--- src/rtl/ping_array_driver.sv ---
`default_nettype none
// ============================================================================
// Module   : ping_array_driver
// Purpose  : Round-robin trigger/echo controller for CHANNELS ultrasonic
//            sensors; echo width is timed in clk cycles and scaled to mm.
// Revision : 1.0 - initial multi-channel release
// ============================================================================
module ping_array_driver #(
  parameter  int CHANNELS    = 4,
  parameter  int WIDTH       = 16,
  parameter  int CNT_W       = 16,
  parameter  int TRIG_LOW    = 5,
  parameter  int TRIG_HIGH   = 5,
  parameter  int HOLDOFF     = 5,
  parameter  int TIMEOUT     = 19985,
  parameter  int SCALE_NUM   = 87,
  parameter  int SCALE_SHIFT = 9,
  localparam int CH_W        = (CHANNELS > 1) ? $clog2(CHANNELS) : 1
) (
  input  logic                clk,
  input  logic                reset,
  input  logic                enable,
  input  logic [CHANNELS-1:0] channel_enable,
  input  logic [CHANNELS-1:0] sensor_in,
  output logic [CHANNELS-1:0] sensor_out,
  output logic [CHANNELS-1:0] sensor_oe,
  output logic [WIDTH-1:0]    distance,
  output logic [CH_W-1:0]     channel,
  output logic                data_valid,
  output logic                timeout,
  output logic                busy,
  output logic [2:0]          state
);

  localparam logic [2:0] c_IDLE    = 3'd0;
  localparam logic [2:0] c_LOW_1   = 3'd1;
  localparam logic [2:0] c_HIGH    = 3'd2;
  localparam logic [2:0] c_LOW_2   = 3'd3;
  localparam logic [2:0] c_LISTEN  = 3'd4;
  localparam logic [2:0] c_MEASURE = 3'd5;
  localparam logic [2:0] c_RESULT  = 3'd6;
  localparam logic [2:0] c_NEXT    = 3'd7;

  localparam int              c_PROD_W   = CNT_W + 16;
  localparam logic [CNT_W-1:0] c_LOW1_END = CNT_W'(TRIG_LOW - 1);
  localparam logic [CNT_W-1:0] c_HIGH_END = CNT_W'(TRIG_HIGH - 1);
  localparam logic [CNT_W-1:0] c_LOW2_END = CNT_W'(HOLDOFF - 1);
  localparam logic [CNT_W-1:0] c_TIMEOUT  = CNT_W'(TIMEOUT);
  localparam logic [CNT_W-1:0] c_ONE      = CNT_W'(1);

  logic [2:0]          r_state;
  logic [2:0]          w_state_next;
  logic [CH_W-1:0]     r_cur;
  logic [CNT_W-1:0]    r_timer;
  logic [CNT_W-1:0]    r_pulse;
  logic [CHANNELS-1:0] r_sync1;
  logic [CHANNELS-1:0] r_sync2;
  logic [CHANNELS-1:0] r_sync3;
  logic                r_rise;
  logic                r_fall;
  logic [WIDTH-1:0]    r_distance;
  logic [CH_W-1:0]     r_channel;
  logic                r_data_valid;
  logic                r_timeout;

  logic                w_any;
  logic                w_expire;
  logic                w_window;
  logic [CH_W-1:0]     w_pick_at;
  logic [CH_W-1:0]     w_pick_after;
  logic [c_PROD_W-1:0] w_prod;
  logic [c_PROD_W-1:0] w_scaled;
  logic [WIDTH-1:0]    w_dist;

  // (base + off) modulo CHANNELS, valid for any channel count
  function automatic logic [CH_W-1:0] f_wrap(input logic [CH_W-1:0] base, input int off);
    logic [CH_W:0] s;
    s = {1'b0, base} + (CH_W+1)'(off % CHANNELS);
    if (s >= (CH_W+1)'(CHANNELS)) s = s - (CH_W+1)'(CHANNELS);
    return s[CH_W-1:0];
  endfunction

  // Descending scan so the nearest enabled channel wins
  always_comb begin
    w_any        = |channel_enable;
    w_pick_at    = r_cur;
    w_pick_after = r_cur;
    for (int i = CHANNELS - 1; i >= 0; i--) begin
      if (channel_enable[f_wrap(r_cur, i)])     w_pick_at    = f_wrap(r_cur, i);
      if (channel_enable[f_wrap(r_cur, i + 1)]) w_pick_after = f_wrap(r_cur, i + 1);
    end
  end

  assign w_expire = (r_timer == c_TIMEOUT);
  assign w_window = (r_state == c_LISTEN) || (r_state == c_MEASURE);

  assign w_prod   = c_PROD_W'(r_pulse) * c_PROD_W'(SCALE_NUM);
  assign w_scaled = w_prod >> SCALE_SHIFT;

  generate
    if (WIDTH < c_PROD_W) begin : g_sat
      assign w_dist = (|w_scaled[c_PROD_W-1:WIDTH]) ? {WIDTH{1'b1}} : w_scaled[WIDTH-1:0];
    end else begin : g_nosat
      assign w_dist = WIDTH'(w_scaled);
    end
  endgenerate

  always_ff @(posedge clk or negedge reset) begin
    if (!reset) r_state <= c_IDLE;
    else        r_state <= w_state_next;
  end

  always_comb begin
    w_state_next = r_state;
    case (r_state)
      c_IDLE:    if (enable && w_any) w_state_next = c_LOW_1;
      c_LOW_1:   if (r_timer == c_LOW1_END) w_state_next = c_HIGH;
      c_HIGH:    if (r_timer == c_HIGH_END) w_state_next = c_LOW_2;
      c_LOW_2:   if (r_timer == c_LOW2_END) w_state_next = c_LISTEN;
      // Window expiry outranks a same-cycle edge: the echo did not fit
      c_LISTEN: begin
        if (w_expire)    w_state_next = c_NEXT;
        else if (r_rise) w_state_next = c_MEASURE;
      end
      c_MEASURE: begin
        if (w_expire)    w_state_next = c_NEXT;
        else if (r_fall) w_state_next = c_RESULT;
      end
      c_RESULT:  w_state_next = c_NEXT;
      c_NEXT:    w_state_next = (enable && w_any) ? c_LOW_1 : c_IDLE;
      default:   w_state_next = c_IDLE;
    endcase
  end

  always_comb begin
    sensor_oe  = '0;
    sensor_out = '0;
    case (r_state)
      c_LOW_1, c_LOW_2: sensor_oe[r_cur] = 1'b1;
      c_HIGH: begin
        sensor_oe[r_cur]  = 1'b1;
        sensor_out[r_cur] = 1'b1;
      end
      default: ;
    endcase
    busy = (r_state != c_IDLE);
  end

  always_ff @(posedge clk or negedge reset) begin
    if (!reset) begin
      r_sync1 <= '0;
      r_sync2 <= '0;
      r_sync3 <= '0;
      r_rise  <= 1'b0;
      r_fall  <= 1'b0;
    end else begin
      r_sync1 <= sensor_in;
      r_sync2 <= r_sync1;
      r_sync3 <= r_sync2;
      r_rise  <= r_sync2[r_cur] & ~r_sync3[r_cur];
      r_fall  <= ~r_sync2[r_cur] & r_sync3[r_cur];
    end
  end

  always_ff @(posedge clk or negedge reset) begin
    if (!reset) begin
      r_cur   <= '0;
      r_timer <= '0;
      r_pulse <= '0;
    end else begin
      if (r_state == c_IDLE && enable && w_any) r_cur <= w_pick_at;
      else if (r_state == c_NEXT && w_any)      r_cur <= w_pick_after;

      // MEASURE keeps the LISTEN window timer running
      if (w_state_next != r_state && w_state_next != c_MEASURE && w_state_next != c_RESULT
          && w_state_next != c_NEXT && w_state_next != c_IDLE)
        r_timer <= '0;
      else if (r_state != c_IDLE)
        r_timer <= r_timer + c_ONE;

      // The detected rising edge already represents the first high sample
      if (r_state == c_LISTEN && w_state_next == c_MEASURE)
        r_pulse <= c_ONE;
      else if (r_state == c_MEASURE && r_sync3[r_cur] && r_pulse != '1)
        r_pulse <= r_pulse + c_ONE;
      else if (r_state != c_LOW_1 && w_state_next == c_LOW_1)
        r_pulse <= '0;
    end
  end

  always_ff @(posedge clk or negedge reset) begin
    if (!reset) begin
      r_distance   <= '0;
      r_channel    <= '0;
      r_data_valid <= 1'b0;
      r_timeout    <= 1'b0;
    end else begin
      r_data_valid <= (r_state == c_RESULT);
      r_timeout    <= w_window && w_expire;
      if (r_state == c_RESULT) begin
        r_distance <= w_dist;
        r_channel  <= r_cur;
      end else if (w_window && w_expire) begin
        r_channel  <= r_cur;
      end
    end
  end

  assign distance   = r_distance;
  assign channel    = r_channel;
  assign data_valid = r_data_valid;
  assign timeout    = r_timeout;
  assign state      = r_state;

endmodule
`default_nettype wire

--- config.mk ---
export PLATFORM = sky130hd
export DESIGN_NAME = ping_array_driver
export DESIGN_NICKNAME = d
export VERILOG_FILES = /design/src/rtl/ping_array_driver.sv
export SDC_FILE = /design/constraint.sdc
export NUM_CORES = 1
export LEC_CHECK = 0
export ABC_AREA = 1
export CAP_MARGIN = 10
export CORE_MARGIN = 2
export CORE_UTILIZATION = 60
export DETAILED_ROUTE_END_ITERATION = 10
export PLACE_DENSITY = 0.77
export SLEW_MARGIN = 20
export SYNTH_ARGS = -nofsm -noshare
export SYNTH_HDL_FRONTEND = slang
export SYNTH_SLANG_ARGS = --single-unit
--- constraint.sdc ---
create_clock -name clk -period 6.4 [get_ports clk]
set_input_delay 1.28 -clock clk [delete_from_list [all_inputs] [get_ports clk]]
set_output_delay 1.28 -clock clk [all_outputs]
set_load 0.01 [all_outputs]
**Word-level counts from Yosys, hierarchy flattened**

Cells that the tools add are included.
Widths: inputs -> output; s select.

- Bits in registers: 69
- Latch bits: 0
- RAM bits: 0
- ROM bits: 0
- Input port bits: 11
- Output and inout bits: 32
- Word-level logic and storage cells: 128
- Memories kept: 0

- $add $sub $neg: 9
- $mul: 1
- Div/mod/pow operators: 0
- Magnitude comparators: 10
- Eq/ne operators: 19
- Shift-type cells: 0
- Muxes and demuxes: 47
- Bitwise logic cells: 4
- Reductions and logical operators: 25

Operators by type and width:

| cell | number |
|---|---|
| $mux 16 | 5 |
| $add 16x1->16 const B | 2 |
| $mux 2 | 16 |
| $mux 3 | 8 |
| $pmux 3 s8 | 1 |
| $mul 16x7->23 const B | 1 |
| $eq 16x15->1 const B | 1 |
| $eq 16x3->1 const B | 1 |
| $ne 16x16->1 const B | 1 |
| $eq 3x3->1 const B | 5 |
| $lt 2x3->1 const B | 5 |
| $logic_and 1x1->1 | 14 |
| $bmux 1 s2 | 6 |
| $ne 5x5->1 const B | 2 |
| $ge 3x3->1 const B | 3 |
| $ne 3x3->1 const B | 3 |
| $reduce_bool 3->1 | 3 |
| $mux 1 | 8 |
| $mux 4 | 2 |
| $sub 2x1->2 const B | 4 |
| $add 2x2->3 const B | 2 |
| $eq 3x1->1 const B | 2 |
| $eq 3x2->1 const B | 2 |
| $reduce_bool 2->1 | 3 |
| 13 further kinds | 15 |

**Logic depth before layout (Yosys ltp)**

- Word-level depth: 10
- Mapped depth: 19
- Depth with buffers taken out: 19

**Worst setup path after synthesis**

No wires, ideal clock.

- Path kind: register -> register
- From: reg r_pulse[3]
- To: reg r_distance[3] (netlist: distance[3])
- Library setup time: 0.118 ns
- Data arrival time: 3.705 ns
- Required time: 6.282 ns
- Path slack: 2.577 ns
- Cell stages (with the launch flop): 18
- Buffers on the path: 0
- Cells stage by stage: dfrtp_1 ha_1 inv_1 fa_1 inv_1 fa_1 inv_1 fa_1 inv_1 ha_1 a21o_1 o21bai_1 a21o_1 nand2_1 nand2_1 or2_2 nand3_1 nand2_1

- Longest elaborated chain between the ends: 1

Ends and longest elaborated chain:

| what | line | source |
|---|---|---|
| start: declaration | 55 | `logic [CNT_W-1:0] r_pulse;` |
| start signal: assignment | 183 | `r_pulse <= c_ONE;` |
| start signal: assignment | 185 | `r_pulse <= r_pulse + c_ONE;` |
| $mul 16x7->23 | 97 | `assign w_prod = c_PROD_W'(r_pulse) * c_PROD_W'(SCALE_NUM);` |
| end signal: assignment | 201 | `r_distance <= w_dist;` |
| end: declaration | 61 | `logic [WIDTH-1:0] r_distance;` |

Every way passes these cells.
A chain may end at the register's enable or synchronous reset.

**Worst setup path after layout**

- From: reg r_pulse[4]
- To: reg r_distance[4] (netlist: distance[4])

Same word-level chain as after synthesis.

==> results.yml <==
power:
  cell_internal_pwr_mw: 1.16
  power.density_cell_area_nw_per_um2: 311
  p_sw_mw: 1.00
  leakage_nw: 3.80
  gate_power_share: 0.538
  power.ir.vdd_worst_uv: 292
  share_of_total_power_in_sequential_cells: 0.296
  power.share.switching: 0.464
  fin_total_pwr_mw: 2.16
  power_frac_clock: 0.166
sta:
  report.final.slew_viol_count: 0
  totalNegativeSetupSlack_ps: 0
  max_slew_margin: 0.420
  min_period_over_period: 0.652
  setup_viol: 0
  rsz0062_at_grt: "no"
  fmax_mhz: 240
  worst_case_setup_margin_in_the_final_layout_ps: 2230
  tightestPinTransition_ps: 869
  period_needed_ps: 4170
  final_hold_violation_count: 0
  clock_skew_ps: 9.71
global_route:
  antenna_found_initial: 0
  first_global_vias: 5261
  grt_util_all_layers: 0.272
  largest_net_degree_at_the_start_of_global_routing: 70
  grt_pass1_wl_um: 24600
  gr-total-overflow: 0
detailed_routing:
  vias: 5214
  drc: 0
  wire_per_inst_um: 14.4
  initialDrtViolationCount: 257
  totalWireLength_um: 13700
  post_drt_via_cell_ratio: 5.45
  detail-route-antenna-nets: 0
  drt_pass1_iterations: 4
synthesis:
  synth_compound_gate_area_share: 0.0833
  synthXorXnorAreaFrac: 0.0319
  post-synth-top-area-fraction: 0.276
  ys_async_sr_fraction: 1.00
  register_bit_total_from_synthesis: 69
  combinational_family_with_the_most_area_after_synthesis: "adder cells"
  synth_fa_ha_area_frac: 0.264
  ys.flop_type: "dfrtp_1"
  muxShareOfSynthArea: 0
  netlist_top_cells_count: "nand2_1 (174), inv_1 (106), ha_1 (73)"
  post_synth_main_area_contributors: "dfrtp_1 (28%), ha_1 (15%), fa_1 (12%)"
  simple_gate_share_of_the_synthesized_area: 0.262
  synth.most_common_cell: "nand2_1"
  synth_enable_flop_cells: 0
  synthesis.yosys.warnings: 0
  synth_cells: 774
  yosysTopAreaCell: "dfrtp_1"
  syn_area_per_cell_um2: 8.10
  synthDistinctLibCells: 39
  sequential_element_share_of_the_synthesized_area: 0.276
  post_synth_instance_area_um2: 6270
setup_path:
  critical_path_cell_count: 16
  critical_path.cell_chain: "ha_1 -> fa_1 -> fa_1 -> inv_1 -> fa_1 -> inv_1 -> ha_1 -> nand2_1 -> nand2_1 -> inv_1 -> o21ai_0 -> a21o_1 -> a21oi_1 -> or2_2 -> nand3_1 -> nand2_1"
  critical_path.endpoint_type: "flop"
  setup.worst_path.start_class: "flop"
  critPathSlowestCell: "fa_1"
  worstRegToRegCells: 16
  cp_max_fo: 7
  timing.critical_path.slowest_cell_delay_ps: 550
  crit_path_buf_inv_count: 3
  worstSetupPathType: "flop to flop"
  timing.critical_path.required_ps: 6660
  worst-endpoint-arrival_ps: 4430
  cell_class_contributing_the_biggest_share_of_worst_path_delay: "adder cells"
clocking:
  cts.repair_timing.setup_buffer_count: 0
  post_cts_resize_count: 0
  cts.path.max_buffers: 2
  clkSinkCount: 69
  insertion_delay_ps: 360
  tritoncts: "done"
  cts_hold_buffers: 0
  cts_root_buf: "clkbuf_8"
  cts_made_buffers: 9
  clkTransAtPathRegs_ps: 80
  htree_levels: 3
run_status:
  status: "completed"
final_layout:
  final_nets: 936
  flow.area_growth_from_synthesis_pct: 10.8
  final_design_area_no_fill_um2: 6940
  final_layout_size_suffix_gt1_frac: 0.0768
  final.fill_count: 851
  antenna_cells_inserted: 0
floorplan:
  fp-row-count: 37
  initial_util: 0.613
  die-width_um: 106
  die_height_um: 106
  num_io_pins: 43
  floorplan.core_area_um2: 10200
  floorplan.die_area_um2: 11300
hold_path:
  timing.hold.worst.class: "flop to flop"
  hold-path-cell-count: 0
flow_run:
  max_capacitance_violation_count: 0
place:
  dpl-instance-area_um2: 6750
  gp_routability_congestion: 0.957
  preCtsSetupSlack_ps: 2260
  port-buffer-count: 40
  place.detailed.hpwl_um: 11000
-- final timing paths --
check / start / slack, ps / end
worst max-delay path: r_pulse[4] / 2230 / distance[4]
worst min-delay path: r_sync1[1] / 360 / r_sync2[1]
worst max register to register: r_pulse[4] / 2230 / distance[4]
worst min register to register: r_sync1[1] / 360 / r_sync2[1]
max in group asynchronous: reset / 4720 / r_sync2[0]
min in group asynchronous: reset / 1110 / r_timer[9]
-- power by group through the flow --
stage / combinational (mW) / sequential, mW / clock, mW
CTS: 1.17 / 0.640 / 0.366
global placement: 1.14 / 0.641 / 0
detailed placement: 1.16 / 0.648 / 0
finish: 1.16 / 0.640 / 0.358
floorplan: 0.859 / 0.632 / 0
global route: 1.33 / 0.656 / 0.385
-- kinds of logic after synthesis --
kind of cell / count (synthesis)
AO/OA/AOI/OAI: 86
XOR/XNOR: 22
other: 1
buffers and inverters: 124
flip-flops: 69
adder cells (fa/ha/maj): 110
AND/OR/NAND/NOR: 362
-- per-stage QoR --
| step | util | hold slack, ps | instances |
|---|---|---|---|
| 2_1_floorplan | - | 331 | 775 |
| 3_3_place_gp | 0.660 | 335 | 940 |
| 3_5_place_dp | 0.660 | 348 | 940 |
| 4_1_cts | 0.679 | 364 | 956 |
| 5_1_grt | 0.679 | 379 | 956 |
| 6_report | 0.679 | 363 | 956 |
-- cells in the final DEF, fill, tap and decap left out, types with 8 or more instances in the layout --
master / n
a21oi_1: 38
dfrtp_1: 69
o21ai_0: 21
nor2_2: 8
clkbuf_8: 9
fa_1: 37
clkdlybuf4s50_1: 39
nand2_1: 174
nor2_1: 56
xor2_1: 18
a21oi_2: 10
ha_1: 73
inv_1: 106
nand4_1: 17
nand3_1: 69
-- layer usage --
layer,part of all wire,global-route usage,vias up
met5,0,0,-
met1,0.46,0.362,2460
li1,-,-,2580
met2,0.48,0.457,148
met3,0.041,0.0466,26
met4,0.020,0.0789,0
-- worst reg2reg max path, cell delays in order, from the launching register on --
cell and delay, ps:
dfrtp_1 520, ha_1 390, fa_1 520, fa_1 550, inv_1 60, fa_1 510
inv_1 50, ha_1 410, nand2_1 80, nand2_1 60, inv_1 60, o21ai_0 260
a21o_1 140, a21oi_1 50, or2_2 280, nand3_1 90, nand2_1 50
-- registers in the layout, summed over array words and instances, names as in the netlist --
signal / count
r_sync3: 4
r_cur: 2
r_sync2: 4
r_sync1: 4
r_pulse: 16
channel: 2
timeout: 1
r_rise: 1
distance: 14
data_valid: 1
r_fall: 1
state: 3
r_timer: 16
-- final cells by class --
type	instances	area, µm²	share of cell area
inverters	111	417	0.0600
well taps	136	170	0.0245
flip-flops and latches	69	1730	0.249
clock inverters	6	63.8	0.00919
repair buffers	42	410	0.0591
multi-input cells	582	4030	0.580
clock buffers	10	128	0.0184
Power figures use the tool's default switching activity.
